$ cat config.mk
export PLATFORM = sky130hd
export DESIGN_NAME = quire_to_posit
export DESIGN_NICKNAME = d
export VERILOG_FILES = /design/src/rtl/posit_quire_pkg.sv /design/src/rtl/posit_lzc64.sv /design/src/rtl/quire_to_posit.sv
export SDC_FILE = /design/constraint.sdc
export NUM_CORES = 2
export LEC_CHECK = 0
export ABC_AREA = 1
export CAP_MARGIN = 10
export CELL_PAD_IN_SITES_DETAIL_PLACEMENT = 2
export CELL_PAD_IN_SITES_GLOBAL_PLACEMENT = 2
export CORE_MARGIN = 3
export CORE_UTILIZATION = 38
export CTS_CLUSTER_SIZE = 16
export DETAILED_ROUTE_END_ITERATION = 10
export GPL_ROUTABILITY_DRIVEN = 0
export GPL_TIMING_DRIVEN = 1
export HOLD_SLACK_MARGIN = 0.08
export PLACE_DENSITY = 0.87
export SYNTH_ARGS = -nofsm -noshare
export SYNTH_HDL_FRONTEND = slang
export SYNTH_HIERARCHICAL = 1
export SYNTH_SLANG_ARGS = --single-unit
$ cat constraint.sdc
create_clock -name clk -period 29.2 [get_ports clk]
set_input_delay 8.76 -clock clk [delete_from_list [all_inputs] [get_ports clk]]
set_output_delay 8.76 -clock clk [all_outputs]
set_load 0.01 [all_outputs]
$ cat src/rtl/posit_quire_pkg.sv
// Shared constants and FSM encoding for the quire/posit32 (es=2) datapath.
package posit_quire_pkg;
  localparam int QUIRE_W    = 512;
  localparam int SEG_W      = 64;
  localparam int QUIRE_SEGS = 8;
  localparam int FRAC_POS   = 256;
  localparam int MAX_SCALE  = 120;

  localparam logic [31:0] POSIT_NAR    = 32'h8000_0000;
  localparam logic [31:0] POSIT_MAXPOS = 32'h7FFF_FFFF;
  localparam logic [31:0] POSIT_MINPOS = 32'h0000_0001;

  typedef enum logic [2:0] {
    S_IDLE, S_SIGN, S_SCAN, S_NORM, S_ROUND, S_DONE
  } q2p_state_e;
endpackage

$ cat src/rtl/posit_lzc64.sv
// 64-bit leading-zero count from 4-bit nibble counters; returns 64 for zero input.
module posit_lzc64 (
  input  logic [63:0] din,
  output logic [6:0]  lz
);
  logic [15:0]      nz;
  logic [15:0][1:0] nlc;

  for (genvar g = 0; g < 16; g++) begin : g_nib
    logic [3:0] n;
    assign n      = din[4*g +: 4];
    assign nz[g]  = |n;
    assign nlc[g] = n[3] ? 2'd0 : n[2] ? 2'd1 : n[1] ? 2'd2 : 2'd3;
  end

  // Higher nibbles are visited later, so the most significant nonzero one wins.
  always_comb begin
    lz = 7'd64;
    for (int g = 0; g < 16; g++)
      if (nz[g]) lz = 7'((15 - g) * 4) + {5'b0, nlc[g]};
  end
endmodule

$ cat src/rtl/quire_to_posit.sv
// Reads the 512-bit quire segment by segment and rounds it to one posit32 (es=2).
module quire_to_posit
  import posit_quire_pkg::*;
(
  input  logic        clk,
  input  logic        rst,
  input  logic        start,
  input  logic        isInf,
  output logic        rd_en,
  output logic        rd_bank,
  output logic [1:0]  rd_adr,
  input  logic [63:0] rd_data,
  output logic        busy,
  output logic [31:0] posit_out,
  output logic        out_valid
);
  localparam logic signed [10:0] SC_MAX = 11'(MAX_SCALE);
  localparam logic signed [10:0] SC_FP  = 11'(FRAC_POS);

  q2p_state_e state_q, state_d;
  logic        accept;
  logic [3:0]  cnt_q;
  logic        inf_q, sign_q, carry_q, nz_q, stk_q, wstk_q;
  logic [63:0] prev_q, stk_below_q, top_q, next_q, mag;
  logic [2:0]  top_idx_q;
  logic [6:0]  lz;
  logic [126:0] win_q;
  logic signed [10:0] scale_q;

  posit_lzc64 u_lzc (.din(top_q), .lz(lz));

  always_ff @(posedge clk or posedge rst)
    if (rst) state_q <= S_IDLE;
    else     state_q <= state_d;

  always_comb begin
    state_d = state_q;
    rd_en   = 1'b0;
    rd_bank = 1'b0;
    rd_adr  = 2'd0;
    case (state_q)
      S_IDLE:  if (start) state_d = S_SIGN;
      S_SIGN: begin
        rd_en   = 1'b1;
        rd_bank = 1'b1;
        rd_adr  = 2'd3;
        state_d = S_SCAN;
      end
      // cnt 0 consumes the sign read; cnt 1..8 consume segments 0..7.
      S_SCAN: begin
        if (cnt_q < 4'd8) begin
          rd_en   = 1'b1;
          rd_bank = cnt_q[0];
          rd_adr  = cnt_q[2:1];
        end else state_d = S_NORM;
      end
      S_NORM:  state_d = S_ROUND;
      S_ROUND: state_d = S_DONE;
      S_DONE:  state_d = start ? S_SIGN : S_IDLE;
      default: state_d = S_IDLE;
    endcase
  end

  assign accept    = start && (state_q == S_IDLE || state_q == S_DONE);
  assign busy      = !(state_q == S_IDLE || state_q == S_DONE);
  assign out_valid = (state_q == S_DONE);
  assign mag       = (sign_q ? ~rd_data : rd_data) + {63'b0, carry_q};

  // Rounding: regime run, exponent and fraction laid out MSB-first, then
  // an arithmetic shift stretches the leading regime bit over the run.
  logic signed [10:0] k, run;
  logic               rb, g, st, up;
  logic [10:0]        sh;
  logic [162:0]       x, y;
  logic [30:0]        m;
  logic [31:0]        sum, pmag, res;

  always_comb begin
    k    = scale_q >>> 2;
    rb   = ~k[10];
    run  = rb ? k + 11'sd1 : -k;
    sh   = 11'(run - 11'sd1);
    x    = {rb, ~rb, scale_q[1:0], win_q, 32'b0};
    y    = $signed(x) >>> sh;
    m    = y[162:132];
    g    = y[131];
    st   = (|y[130:0]) | wstk_q;
    up   = g & (st | m[0]);
    sum  = {1'b0, m} + {31'b0, up};
    pmag = sum[31] ? POSIT_MAXPOS : sum;
    if (scale_q > SC_MAX)       pmag = POSIT_MAXPOS;
    else if (scale_q < -SC_MAX) pmag = POSIT_MINPOS;
    if (inf_q)      res = POSIT_NAR;
    else if (!nz_q) res = 32'h0;
    else            res = sign_q ? (~pmag + 32'd1) : pmag;
  end

  always_ff @(posedge clk or posedge rst) begin
    if (rst) begin
      cnt_q <= '0; inf_q <= 1'b0; sign_q <= 1'b0; carry_q <= 1'b0;
      nz_q <= 1'b0; stk_q <= 1'b0; wstk_q <= 1'b0;
      prev_q <= '0; stk_below_q <= '0; top_q <= '0; next_q <= '0;
      top_idx_q <= '0; win_q <= '0; scale_q <= '0; posit_out <= '0;
    end else begin
      if (accept) begin
        inf_q <= isInf; cnt_q <= '0; nz_q <= 1'b0; stk_q <= 1'b0;
        prev_q <= '0; stk_below_q <= '0; top_q <= '0; next_q <= '0;
        top_idx_q <= '0;
      end
      if (state_q == S_SCAN) begin
        cnt_q <= cnt_q + 4'd1;
        if (cnt_q == 4'd0) begin
          sign_q  <= rd_data[63];
          carry_q <= rd_data[63];
        end else begin
          carry_q     <= carry_q & (rd_data == 64'd0);
          prev_q      <= mag;
          stk_below_q <= stk_below_q | {63'b0, |prev_q};
          if (|mag) begin
            nz_q      <= 1'b1;
            top_q     <= mag;
            next_q    <= prev_q;
            stk_q     <= |stk_below_q;
            top_idx_q <= 3'(cnt_q - 4'd1);
          end
        end
      end
      if (state_q == S_NORM) begin
        win_q   <= 127'({top_q, next_q} << lz);
        scale_q <= $signed({2'b0, top_idx_q, 6'b0}) + 11'sd63
                   - $signed({4'b0, lz}) - SC_FP;
        wstk_q  <= stk_q;
      end
      if (state_q == S_ROUND) posit_out <= res;
    end
  end
endmodule

==> results by group <==
Detailed routing
  • Vias per inst: 6.51
  • Residual DRC: 0
  • TritonRoute pass-1 iters: 6
  • DRT iter0 DRCs: 6193
  • Vias: 52900
  • Drt wl/cell: 30.6 microns
  • Final wirelength: 249 mm
  • Antenna viol nets, final: 0

Yosys
  • Ys async rst share: 100%
  • Syn. warnings: 6
  • Post-synth EDFFs: 0
  • Ys flop type: dfrtp_1
  • Cell area after synthesis: 42100 sq um
  • Post-synthesis cell type count: 60
  • Mapped Cells: 6866
  • Synth Net Count: 6947
  • Yosys top cell by area: dfrtp_1
  • Top area cells in the synthesized netlist: dfrtp_1 (26%), nand2_1 (18%), nand3_1 (17%), o21ai_0 (5.9%), mux2i_1 (5.7%)
  • Syn Area/Cell: 6.13 sq um
  • Post-synth top area share: 26.2%
  • Synth Register Bits: 441
  • Register area share after synthesis: 26.2%

Clock network
  • Clock-pin slew on the worst setup and hold paths: 0.06 ns
  • CTS Buf Count: 50
  • CTS tree: yes
  • Post-cts sizing count: 0
  • Max Root-Sink Buffers: 3
  • Post-CTS Setup Inserts: 0
  • CTS Sinks: 441
  • Worst-Skew Late Latency: 0.69 ns
  • H-tree Lvls: 2
  • Hold buffers post-CTS: 0
  • Clk Tree Root Cell: clkbuf_16

Timing
  • Worst-Margin Slew: 1.48 ns
  • Final number of hold-violating endpoints: 0
  • Fin crit share: 52.7%
  • Post-Route Skew: 0.0481 ns
  • Slew Limit Headroom: -1.49%
  • Fin crit period: 15.39 ns
  • F_max: 65.0 MHz
  • Setup TNS: 0 ns
  • Unrepaired setup endpoints after global routing: false
  • Final setup viols: 0
  • Count of pins over their slew limit: 1

Global route
  • GR peak layer: met2
  • Largest net degree at the start of global routing: 126
  • Global routing usage on met2: 69.1%
  • GR Util All Layers: 42.1%
  • Vias in the first global route: 56600
  • Initial antenna violation count: 7
  • Met3 Usage GRT: 7.70%
  • GRT overflow: 0
  • Global-route wire length before repair: 374 mm
  • GRT met1 Usage: 48.8%

Placed design
  • DP Wirelength: 168 mm
  • Placed Cells: 8031
  • Port buffer count: 105

Setup path
  • Critical Path Source Type: primary input
  • CP max FO: 88
  • CP Class: primary input to flop
  • Required time of the critical path: 29.67 ns
  • Data arrival, critical path: 15.86 ns
  • Critical Path End Type: flop

Die
  • Die width: 339 microns
  • Core area: 109000 sq um
  • I/O pin count: 106
  • Die area: 115000 sq um
  • Initial core utilization: 38.5%
  • Die height: 339 microns
  • Row cnt: 121

Layout
  • Nets: 6693
  • Proportion of layout cells with a drive suffix above 1: 4.16%
  • P&R area growth vs syn: 7.98%
  • Final Util: 41.5%
  • Commonest non-fill, non-tap cells in the layout: nand2_1 (1972), nand3_1 (1431), inv_1 (517), o21ai_0 (497), nor2_1 (457)
  • Commonest non-fill, non-tap cell in the layout: nand2_1
  • Post-Layout Cell Count: 8131

Run
  • Max_cap viols: 1

Outcome
  • Failing checks: capacitance limit, slew limit
  • Status: finished, violations left

Hold path
  • Hold Crit Class: flop to flop
==> worst max-delay path, cell delays in order <==
cell and delay (ns):
clkdlybuf4s50_1 0.51, xor2_1 0.23, ha_1 0.26, ha_1 0.23, nand2_1 0.08, nor2_1 0.29
nand2_1 0.21, nor2_1 0.34, inv_2 0.09, nor2_1 0.22, nand3_1 0.23, nor2_1 0.30
nand4_1 0.30, nor2_1 0.28, nand3_1 0.13, nor3_1 0.24, xnor2_1 0.15, nor4_1 0.62
nand4_1 0.16, nor2_1 0.15, nand2_1 0.13, nand2_4 0.53, inv_2 0.07, buf_4 0.40
o31ai_1 0.79
==> synthesized netlist by cell type (all sizes together), types with 44 or more instances <==
cell / instances
nand2: 1993
nand3: 1436
inv: 549
o21ai: 531
nor2: 493
dfrtp: 441
clkbuf: 258
mux2i: 238
buf: 218
o31ai: 119
xnor2: 95
nor4: 79
a21oi: 60
o221ai: 59
nand4: 47
xor2: 46
nor3: 44
==> kinds of logic (layout without fill, tap and decap cells) <==
family | after synthesis | in the layout | synth area share, %
xor gates and xnor gates | 141 | 141 | 2.95
adders and majority gates | 13 | 13 | 0.404
and+or+nand+nor | 4136 | 4136 | 43.0
buffers and inverters | 1034 | 820 | 9.81
muxes | 238 | 238 | 5.66
DFF | 441 | 441 | 26.2
other | 0 | 3 | 0
AOI/OAI and AO/OA | 863 | 863 | 12.0
==> worst paths after layout <==
| path | startpoint | to | slack (ns) | cells past startpoint |
|---|---|---|---|---|
| max reg2reg | scale_q[9] | posit_out[20] | 19.49 | 43 |
| max in group asynchronous | rst | sign_q | 17.02 | 5 |
| min in group asynchronous | rst | top_q[4] | 8.64 | 2 |
| min | win_q[14] | win_q[14] | 0.50 | 2 |
| max | rd_data[0] | next_q[48] | 13.81 | 25 |
| min reg2reg | win_q[14] | win_q[14] | 0.50 | 2 |
==> sequential cells by signal, indices dropped and copies added, names as in the netlist <==
name and flops:
top_idx_q 3, top_q 64, nz_q 1, win_q 127, state_q 3, inf_q 1
next_q 64, wstk_q 1, prev_q 64, cnt_q 4, stk_below_q 64, carry_q 1
posit_out 32, stk_q 1, sign_q 1, scale_q 10
==> routing by layer <==
metal | vias up | wire length (microns)
met5 | - | 47
met4 | 6 | 22800
met3 | 1117 | 16600
met2 | 2743 | 115000
met1 | 26700 | 94400
li1 | 22400 | -
==> layout make-up <==
cell class / instances / area [sq um]
Inverter: 558 / 2130
Fill cell: 13400 / 64000
Tap cell: 1476 / 1850
Sequential cell: 441 / 11000
Clock inverter: 23 / 357
Timing Repair Buffer: 170 / 1560
Multi-Input combinational cell: 5391 / 27100
Antenna cell: 3 / 7.51
Clock buffer: 69 / 1430
==> per-stage QoR <==
step	cell area [sq um]	hold WS [ns]	setup WS (ns)
floorplan	42100	0.450	8.15
global placement	43600	0.462	14.82
detailed placement	43600	0.475	14.17
CTS	45400	0.495	14.22
global route	45500	0.528	13.68
finish	45500	0.495	13.81
Power is not shown: default switching activity piles up to over one toggle a cycle in this logic, so the estimate is an artifact.
